## src/rtl/ccc_bus_arbiter_if.sv

```systemverilog
// Signal bundle between the CCC bus arbiter, its protocol handlers and the shared TX/RX engines.
interface ccc_bus_arbiter_if #(
  parameter int NumReq = 3
);
  logic [NumReq-1:0]   req_rx_bit_i;
  logic [NumReq-1:0]   req_rx_byte_i;
  logic [NumReq-1:0]   req_tx_bit_i;
  logic [NumReq-1:0]   req_tx_byte_i;
  logic [8*NumReq-1:0] req_tx_value_i;
  logic [NumReq-1:0]   req_tx_sel_od_pp_i;
  logic [NumReq-1:0]   req_lock_i;
  logic [NumReq-1:0]   rx_done_o;
  logic [NumReq-1:0]   tx_done_o;
  logic [7:0]          rx_data_o;
  logic [NumReq-1:0]   grant_o;
  logic                grant_valid_o;
  logic                protocol_err_o;
  logic                bus_rx_req_bit_o;
  logic                bus_rx_req_byte_o;
  logic [7:0]          bus_rx_data_i;
  logic                bus_rx_done_i;
  logic                bus_tx_req_bit_o;
  logic                bus_tx_req_byte_o;
  logic [7:0]          bus_tx_req_value_o;
  logic                bus_tx_sel_od_pp_o;
  logic                bus_tx_done_i;
  logic                bus_stop_det_i;

  // The arbiter sits on the slave side; handlers and bus engines drive the master side.
  modport slave (
    input  req_rx_bit_i, req_rx_byte_i, req_tx_bit_i, req_tx_byte_i,
    input  req_tx_value_i, req_tx_sel_od_pp_i, req_lock_i,
    input  bus_rx_data_i, bus_rx_done_i, bus_tx_done_i, bus_stop_det_i,
    output rx_done_o, tx_done_o, rx_data_o, grant_o, grant_valid_o, protocol_err_o,
    output bus_rx_req_bit_o, bus_rx_req_byte_o, bus_tx_req_bit_o, bus_tx_req_byte_o,
    output bus_tx_req_value_o, bus_tx_sel_od_pp_o
  );

  modport master (
    output req_rx_bit_i, req_rx_byte_i, req_tx_bit_i, req_tx_byte_i,
    output req_tx_value_i, req_tx_sel_od_pp_i, req_lock_i,
    output bus_rx_data_i, bus_rx_done_i, bus_tx_done_i, bus_stop_det_i,
    input  rx_done_o, tx_done_o, rx_data_o, grant_o, grant_valid_o, protocol_err_o,
    input  bus_rx_req_bit_o, bus_rx_req_byte_o, bus_tx_req_bit_o, bus_tx_req_byte_o,
    input  bus_tx_req_value_o, bus_tx_sel_od_pp_o
  );
endinterface

```

## src/rtl/ccc_bus_arbiter.sv

```systemverilog
// Round-robin arbiter sharing one TX/RX bit/byte engine among NumReq protocol handlers,
// with an optional per-handler lock that holds ownership across multi-transfer sequences.
module ccc_bus_arbiter #(
  parameter int NumReq = 3
) (
  input logic              clk_i,
  input logic              rst_ni,
  ccc_bus_arbiter_if.slave bus
);
  localparam int PtrW = (NumReq > 1) ? $clog2(NumReq) : 1;

  typedef enum logic [1:0] {Idle, Busy, Held} state_e;

  state_e            state, next_state;
  logic [NumReq-1:0] grant, next_grant;
  logic [PtrW-1:0]   ptr, next_ptr;
  logic [PtrW-1:0]   owner, owner_inc, winner;
  logic [NumReq-1:0] req_any;
  logic              win_found;
  logic [3:0]        owner_reqs;
  logic              owner_any, owner_lock, any_done, release_now;
  int                cand;

  assign req_any = bus.req_rx_bit_i | bus.req_rx_byte_i | bus.req_tx_bit_i | bus.req_tx_byte_i;

  always_comb begin
    owner = '0;
    for (int i = 0; i < NumReq; i++) begin
      if (grant[i]) owner = PtrW'(i);
    end
  end

  assign owner_inc  = (owner == PtrW'(NumReq - 1)) ? '0 : owner + PtrW'(1);
  assign owner_reqs = {bus.req_tx_byte_i[owner], bus.req_tx_bit_i[owner],
                       bus.req_rx_byte_i[owner], bus.req_rx_bit_i[owner]};
  assign owner_any  = |owner_reqs;
  assign owner_lock = bus.req_lock_i[owner];
  assign any_done   = bus.bus_rx_done_i | bus.bus_tx_done_i;

  // Scan downward from ptr+NumReq-1 so the candidate closest to ptr is the last to win.
  always_comb begin
    winner    = '0;
    win_found = 1'b0;
    cand      = 0;
    for (int k = NumReq - 1; k >= 0; k--) begin
      cand = int'(ptr) + k;
      if (cand >= NumReq) cand = cand - NumReq;
      if (req_any[cand]) begin
        winner    = PtrW'(cand);
        win_found = 1'b1;
      end
    end
  end

  always_comb begin
    next_state  = state;
    next_grant  = grant;
    next_ptr    = ptr;
    release_now = 1'b0;
    unique case (state)
      Idle: begin
        if (win_found) begin
          next_grant = {{(NumReq-1){1'b0}}, 1'b1} << winner;
          next_state = Busy;
        end
      end
      Busy: begin
        if (any_done || !owner_any) begin
          if (owner_lock) next_state = Held;
          else            release_now = 1'b1;
        end
      end
      Held: begin
        if (owner_any)        next_state = Busy;
        else if (!owner_lock) release_now = 1'b1;
      end
      default: next_state = Idle;
    endcase
    // A STOP on the bus ends any ownership, even a locked one.
    if (bus.bus_stop_det_i && state != Idle) release_now = 1'b1;
    if (bus.bus_stop_det_i) next_state = Idle;
    if (release_now) begin
      next_state = Idle;
      next_grant = '0;
      next_ptr   = owner_inc;
    end
  end

  always_ff @(posedge clk_i or negedge rst_ni) begin
    if (!rst_ni) begin
      state <= Idle;
      grant <= '0;
      ptr   <= '0;
    end else begin
      state <= next_state;
      grant <= next_grant;
      ptr   <= next_ptr;
    end
  end

  // Only the owner's highest-priority request reaches the engines: tx_byte > tx_bit > rx_byte > rx_bit.
  always_comb begin
    bus.bus_tx_req_byte_o  = 1'b0;
    bus.bus_tx_req_bit_o   = 1'b0;
    bus.bus_rx_req_byte_o  = 1'b0;
    bus.bus_rx_req_bit_o   = 1'b0;
    bus.bus_tx_req_value_o = 8'h00;
    bus.bus_tx_sel_od_pp_o = 1'b0;
    bus.rx_done_o          = '0;
    bus.tx_done_o          = '0;
    bus.protocol_err_o     = 1'b0;
    if (state == Busy) begin
      if (owner_reqs[3])      bus.bus_tx_req_byte_o = 1'b1;
      else if (owner_reqs[2]) bus.bus_tx_req_bit_o  = 1'b1;
      else if (owner_reqs[1]) bus.bus_rx_req_byte_o = 1'b1;
      else if (owner_reqs[0]) bus.bus_rx_req_bit_o  = 1'b1;
      bus.bus_tx_req_value_o = bus.req_tx_value_i[8*owner +: 8];
      bus.bus_tx_sel_od_pp_o = bus.req_tx_sel_od_pp_i[owner];
      bus.rx_done_o          = grant & {NumReq{bus.bus_rx_done_i}};
      bus.tx_done_o          = grant & {NumReq{bus.bus_tx_done_i}};
      bus.protocol_err_o     = (owner_reqs & (owner_reqs - 4'd1)) != 4'd0;
    end
  end

  assign bus.rx_data_o     = bus.bus_rx_data_i;
  assign bus.grant_o       = grant;
  assign bus.grant_valid_o = (state != Idle);
endmodule

```

## src/flat_wrapper.sv

```systemverilog
// flat-port wrapper written by rule: the top's interface ports become plain ports
module ccc_bus_arbiter_flat 
#(
  parameter int NumReq = 3
)
  (clk_i, rst_ni, bus_req_rx_bit_i, bus_req_rx_byte_i, bus_req_tx_bit_i, bus_req_tx_byte_i, bus_req_tx_value_i, bus_req_tx_sel_od_pp_i, bus_req_lock_i, bus_bus_rx_data_i, bus_bus_rx_done_i, bus_bus_tx_done_i, bus_bus_stop_det_i, bus_rx_done_o, bus_tx_done_o, bus_rx_data_o, bus_grant_o, bus_grant_valid_o, bus_protocol_err_o, bus_bus_rx_req_bit_o, bus_bus_rx_req_byte_o, bus_bus_tx_req_bit_o, bus_bus_tx_req_byte_o, bus_bus_tx_req_value_o, bus_bus_tx_sel_od_pp_o);
  ccc_bus_arbiter_if #(.NumReq(NumReq)) bus_i ();
  input logic clk_i;
  input logic rst_ni;
  input wire logic [$bits(bus_i.req_rx_bit_i)-1:0] bus_req_rx_bit_i;
  input wire logic [$bits(bus_i.req_rx_byte_i)-1:0] bus_req_rx_byte_i;
  input wire logic [$bits(bus_i.req_tx_bit_i)-1:0] bus_req_tx_bit_i;
  input wire logic [$bits(bus_i.req_tx_byte_i)-1:0] bus_req_tx_byte_i;
  input wire logic [$bits(bus_i.req_tx_value_i)-1:0] bus_req_tx_value_i;
  input wire logic [$bits(bus_i.req_tx_sel_od_pp_i)-1:0] bus_req_tx_sel_od_pp_i;
  input wire logic [$bits(bus_i.req_lock_i)-1:0] bus_req_lock_i;
  input wire logic [$bits(bus_i.bus_rx_data_i)-1:0] bus_bus_rx_data_i;
  input wire logic [$bits(bus_i.bus_rx_done_i)-1:0] bus_bus_rx_done_i;
  input wire logic [$bits(bus_i.bus_tx_done_i)-1:0] bus_bus_tx_done_i;
  input wire logic [$bits(bus_i.bus_stop_det_i)-1:0] bus_bus_stop_det_i;
  output wire logic [$bits(bus_i.rx_done_o)-1:0] bus_rx_done_o;
  output wire logic [$bits(bus_i.tx_done_o)-1:0] bus_tx_done_o;
  output wire logic [$bits(bus_i.rx_data_o)-1:0] bus_rx_data_o;
  output wire logic [$bits(bus_i.grant_o)-1:0] bus_grant_o;
  output wire logic [$bits(bus_i.grant_valid_o)-1:0] bus_grant_valid_o;
  output wire logic [$bits(bus_i.protocol_err_o)-1:0] bus_protocol_err_o;
  output wire logic [$bits(bus_i.bus_rx_req_bit_o)-1:0] bus_bus_rx_req_bit_o;
  output wire logic [$bits(bus_i.bus_rx_req_byte_o)-1:0] bus_bus_rx_req_byte_o;
  output wire logic [$bits(bus_i.bus_tx_req_bit_o)-1:0] bus_bus_tx_req_bit_o;
  output wire logic [$bits(bus_i.bus_tx_req_byte_o)-1:0] bus_bus_tx_req_byte_o;
  output wire logic [$bits(bus_i.bus_tx_req_value_o)-1:0] bus_bus_tx_req_value_o;
  output wire logic [$bits(bus_i.bus_tx_sel_od_pp_o)-1:0] bus_bus_tx_sel_od_pp_o;
  assign bus_i.req_rx_bit_i = bus_req_rx_bit_i;
  assign bus_i.req_rx_byte_i = bus_req_rx_byte_i;
  assign bus_i.req_tx_bit_i = bus_req_tx_bit_i;
  assign bus_i.req_tx_byte_i = bus_req_tx_byte_i;
  assign bus_i.req_tx_value_i = bus_req_tx_value_i;
  assign bus_i.req_tx_sel_od_pp_i = bus_req_tx_sel_od_pp_i;
  assign bus_i.req_lock_i = bus_req_lock_i;
  assign bus_i.bus_rx_data_i = bus_bus_rx_data_i;
  assign bus_i.bus_rx_done_i = bus_bus_rx_done_i;
  assign bus_i.bus_tx_done_i = bus_bus_tx_done_i;
  assign bus_i.bus_stop_det_i = bus_bus_stop_det_i;
  assign bus_rx_done_o = bus_i.rx_done_o;
  assign bus_tx_done_o = bus_i.tx_done_o;
  assign bus_rx_data_o = bus_i.rx_data_o;
  assign bus_grant_o = bus_i.grant_o;
  assign bus_grant_valid_o = bus_i.grant_valid_o;
  assign bus_protocol_err_o = bus_i.protocol_err_o;
  assign bus_bus_rx_req_bit_o = bus_i.bus_rx_req_bit_o;
  assign bus_bus_rx_req_byte_o = bus_i.bus_rx_req_byte_o;
  assign bus_bus_tx_req_bit_o = bus_i.bus_tx_req_bit_o;
  assign bus_bus_tx_req_byte_o = bus_i.bus_tx_req_byte_o;
  assign bus_bus_tx_req_value_o = bus_i.bus_tx_req_value_o;
  assign bus_bus_tx_sel_od_pp_o = bus_i.bus_tx_sel_od_pp_o;
  ccc_bus_arbiter #(.NumReq(NumReq)) u_core (.clk_i(clk_i), .rst_ni(rst_ni), .bus(bus_i));
endmodule
```

## config.mk

```make
export PLATFORM = sky130hd
export DESIGN_NAME = ccc_bus_arbiter_flat
export DESIGN_NICKNAME = d
export VERILOG_FILES = /design/src/rtl/ccc_bus_arbiter_if.sv /design/src/rtl/ccc_bus_arbiter.sv /design/src/flat_wrapper.sv
export SDC_FILE = /design/constraint.sdc
export NUM_CORES = 1
export LEC_CHECK = 0
export CORE_MARGIN = 8
export CORE_UTILIZATION = 37
export CTS_CLUSTER_DIAMETER = 40
export DETAILED_ROUTE_END_ITERATION = 10
export PLACE_DENSITY = 0.92
export REMOVE_ABC_BUFFERS = 1
export SYNTH_ARGS = -nofsm -noshare
export SYNTH_HDL_FRONTEND = slang
export SYNTH_SLANG_ARGS = --single-unit
```

## constraint.sdc

```tcl
create_clock -name clk_i -period 3.3 [get_ports clk_i]
set_input_delay 0.66 -clock clk_i [delete_from_list [all_inputs] [get_ports clk_i]]
set_output_delay 0.66 -clock clk_i [all_outputs]
set_load 0.02 [all_outputs]
```

==> results by group <==
Logic synthesis
  – Yosys cell types: 39
  – Largest cells by area after synthesis: dfrtp_1 (15%), mux2i_1 (15%), nor2_1 (8.5%)
  – Top cells by count, synth: nor2_1 (26), mux2i_1 (17), a21oi_1 (16), inv_1 (10), nand2_1 (10)
  – Post-synth top area share: 0.153
  – Area of the mapped netlist: 1140 sq um
  – Cell count after synthesis: around 160
  – Biggest area consumer among synthesized cells: dfrtp_1
  – Seq/Total Area, Yosys: 0.153
  – Number of synthesized flops with an enable pin: 0
  – Most used DFF post-synth: dfrtp_1
  – Syn avg cell area: ~7.4 sq um
  – Synth Register Bits: 7
  – Count leader, synth: nor2_1
  – Fraction of registers with async set/reset: 1.00
  – Yosys Warn Count: 0

Place
  – Post-Place Worst Slack: approximately 0.07 ns
  – Routability cong.: around 0.78
  – Number of port buffers: 70
  – HPWL Detailed: roughly 3200 microns
  – Inst Count DP: approximately 240

Timing
  – Min Tclk post-route: roughly 3.2 ns
  – TNS Setup: 0 ns
  – Fin Hold WS: 0.544 ns
  – Slew Viols, Final: 0
  – Tightest Pin Transition: around 0.64 ns
  – RSZ-0062 raised after global routing: false
  – Hold Fails Final Rpt: 0
  – # setup viols final: 0
  – Final Cycle Share: 0.959
  – Maximum clock rate: between 300 and 400 MHz
  – Final worst slack: ~0.14 ns
  – Max_slew headroom: 0.573
  – Setup Skew: approximately 0.0075 ns

Clocking
  – Clk pin slew, worst setup/hold paths: 0.06 ns
  – Clock buffer depth: 2
  – Worst-skew pair later-pin latency: 0.26 ns
  – CTS Buf Count: 3
  – Clk Tree Root Cell: clkbuf_4
  – Sink Count: 7
  – H-tree lvl count: 1
  – CTS tree: done
  – Post-CTS Repair Setup Buffers: 0

Power and ir drop
  – VDD IR max: around 0.00027 V
  – Static leakage: between 0.7 and 0.8 nW
  – Cell Pwr Density: between 700 and 800 nW/um^2

Route
  – Wire length per cell: around 15 microns
  – Residual DRC count: 0
  – Final ANT Viol Nets: 0
  – Vias: ~1300
  – Routed wire length: 3810 microns
  – Vias/cell: 5.35
  – Starting DRT DRC Count: 52
  – TritonRoute pass-1 iters: 4

Setup path
  – Slowest CP cell: clkdlybuf4s50_1
  – CP peak stage delay: around 0.55 ns
  – Crit path cell chain: clkdlybuf4s50_1, mux2i_2, o21ai_2, maj3_1, nor2_1, nor3_1, clkdlybuf4s50_1
  – Crit path from: bus_req_tx_byte_i[0]
  – CP arrival: about 2.5 ns
  – WS Path Type: input port to output pin
  – Buffers plus inverters on the worst setup path: 2
  – Most common cell on crit path: clkdlybuf4s50_1
  – R2r startpoint: u_core.ptr[0]
  – Nature of the critical path endpoint: output pin
  – Critical Path RT: ~2.6 ns
  – Startpoint class of the critical path: input port
  – Crit Path Max Fanout: 4
  – CP delay by family, top: buffers and inverters

Final layout
  – Layout overhead on the synthesized area: 60.0%
  – Total Nets Final: around 280
  – Filler-free cell count of the finished design: around 250
  – Antenna Cells: 0
  – Layout cells sized above 1: 0.0607

Floorplan
  – Starting Density: 0.381
  – Core ar.: about 3000 sq um
  – Cell Rows: 20
  – Die height: 71.6 microns
  – I/O Pins: 87
  – DIE WIDTH: approximately 72 microns
  – Die Area: 5130 sq um

Hold path
  – Tightest Hold Check Type: flop to flop
  – HP Start: u_core.ptr[0]

Status
  – Run status: finished clean

Job
  – Max-cap viol count: 0

GRT
  – GRT Util Overall: 0.147
  – Initial antenna violation count: 0
  – Largest net degree at the start of global routing: 27
  – First-pass GRT wire length: slightly above 6000 microns
  – Global route overflow: 0
  – Number of global-route vias before repair: about 1300
[placed cells by master (no fill, tap or decap), types with 6 or more instances in the layout]
| cell | synthesis | layout |
|---|---|---|
| a21oi_1 | 16 | 16 |
| and3_1 | 7 | 7 |
| clkdlybuf4s50_1 | 0 | 69 |
| dfrtp_1 | 7 | 7 |
| ha_1 | 6 | 6 |
| inv_1 | 10 | 10 |
| mux2i_1 | 17 | 16 |
| nand2_1 | 10 | 10 |
| nor2_1 | 26 | 26 |
[area by class of cell]
type / instances / area, sq um
timing repair buffer: 73 / 726
clock inverter: 1 / 5.00
fill: 269 / 1170
clock buffer: 3 / 22.5
multi-input combinational: 120 / 822
inverter: 10 / 37.5
tap: 33 / 41.3
sequential: 7 / 175
[worst paths after layout]
check	endpoint	slack [ns]	depth (start not counted)
setup reg to reg	u_core.state[0]	0.99	7
hold / removal	u_core.ptr[0]	0.54	1
min in group asynchronous	u_core.ptr[0]	0.66	1
setup / recovery	bus_protocol_err_o	0.14	7
hold reg to reg	u_core.ptr[0]	0.54	1
max in group asynchronous	u_core.bus.grant_o[1]	2.40	1
[through the flow]
| stage | cell area, sq um | total power, mW | utilization |
|---|---|---|---|
| 2_1_floorplan | 1030 | 0.847 | - |
| 3_3_place_gp | 1800 | 1.21 | 0.598 |
| 3_5_place_dp | 1800 | 1.23 | 0.598 |
| 4_1_cts | 1820 | 1.31 | 0.607 |
| 5_1_grt | 1830 | 1.43 | 0.609 |
| 6_report | 1830 | 1.31 | 0.609 |
[repair_timing]
| item | 4_1_cts | 5_1_grt |
|---|---|---|
| hold buffers | 0 | 0 |
| gates resized for setup | 0 | 2 |
| setup endpoints to repair | 0 | 2 |
[flip-flops by register name, indices dropped and copies added (netlist names)]
| signal | count |
|---|---|
| u_core.ptr | 2 |
| u_core.bus.grant_o | 3 |
| u_core.state | 2 |
[power by group]
part	total [mW]	leakage, nW	switching [mW]	internal, mW
Sequential	0.180	0.0890	0.0568	0.123
Clock	0.0779	0.0177	0.0335	0.0443
Combinational	1.05	0.676	0.565	0.486
[per-layer routing]
| layer | part of all wire | GRT usage |
|---|---|---|
| met5 | 0 | 0 |
| met4 | 0.018 | 0.0590 |
| met3 | 0.067 | 0.0474 |
| met2 | 0.53 | 0.267 |
| met1 | 0.39 | 0.151 |
[logic make-up (layout without fill, tap and decap cells)]
group           count (synthesis)  after routing  synth area share
buf+inv                        28             87             0.131
simple gates                   57             57             0.236
flops                           7              7             0.153
fa+ha+maj                       9              9            0.0919
mux                            18             18             0.159
compound gates                 36             36             0.229
(Power assumes the default switching activity.)
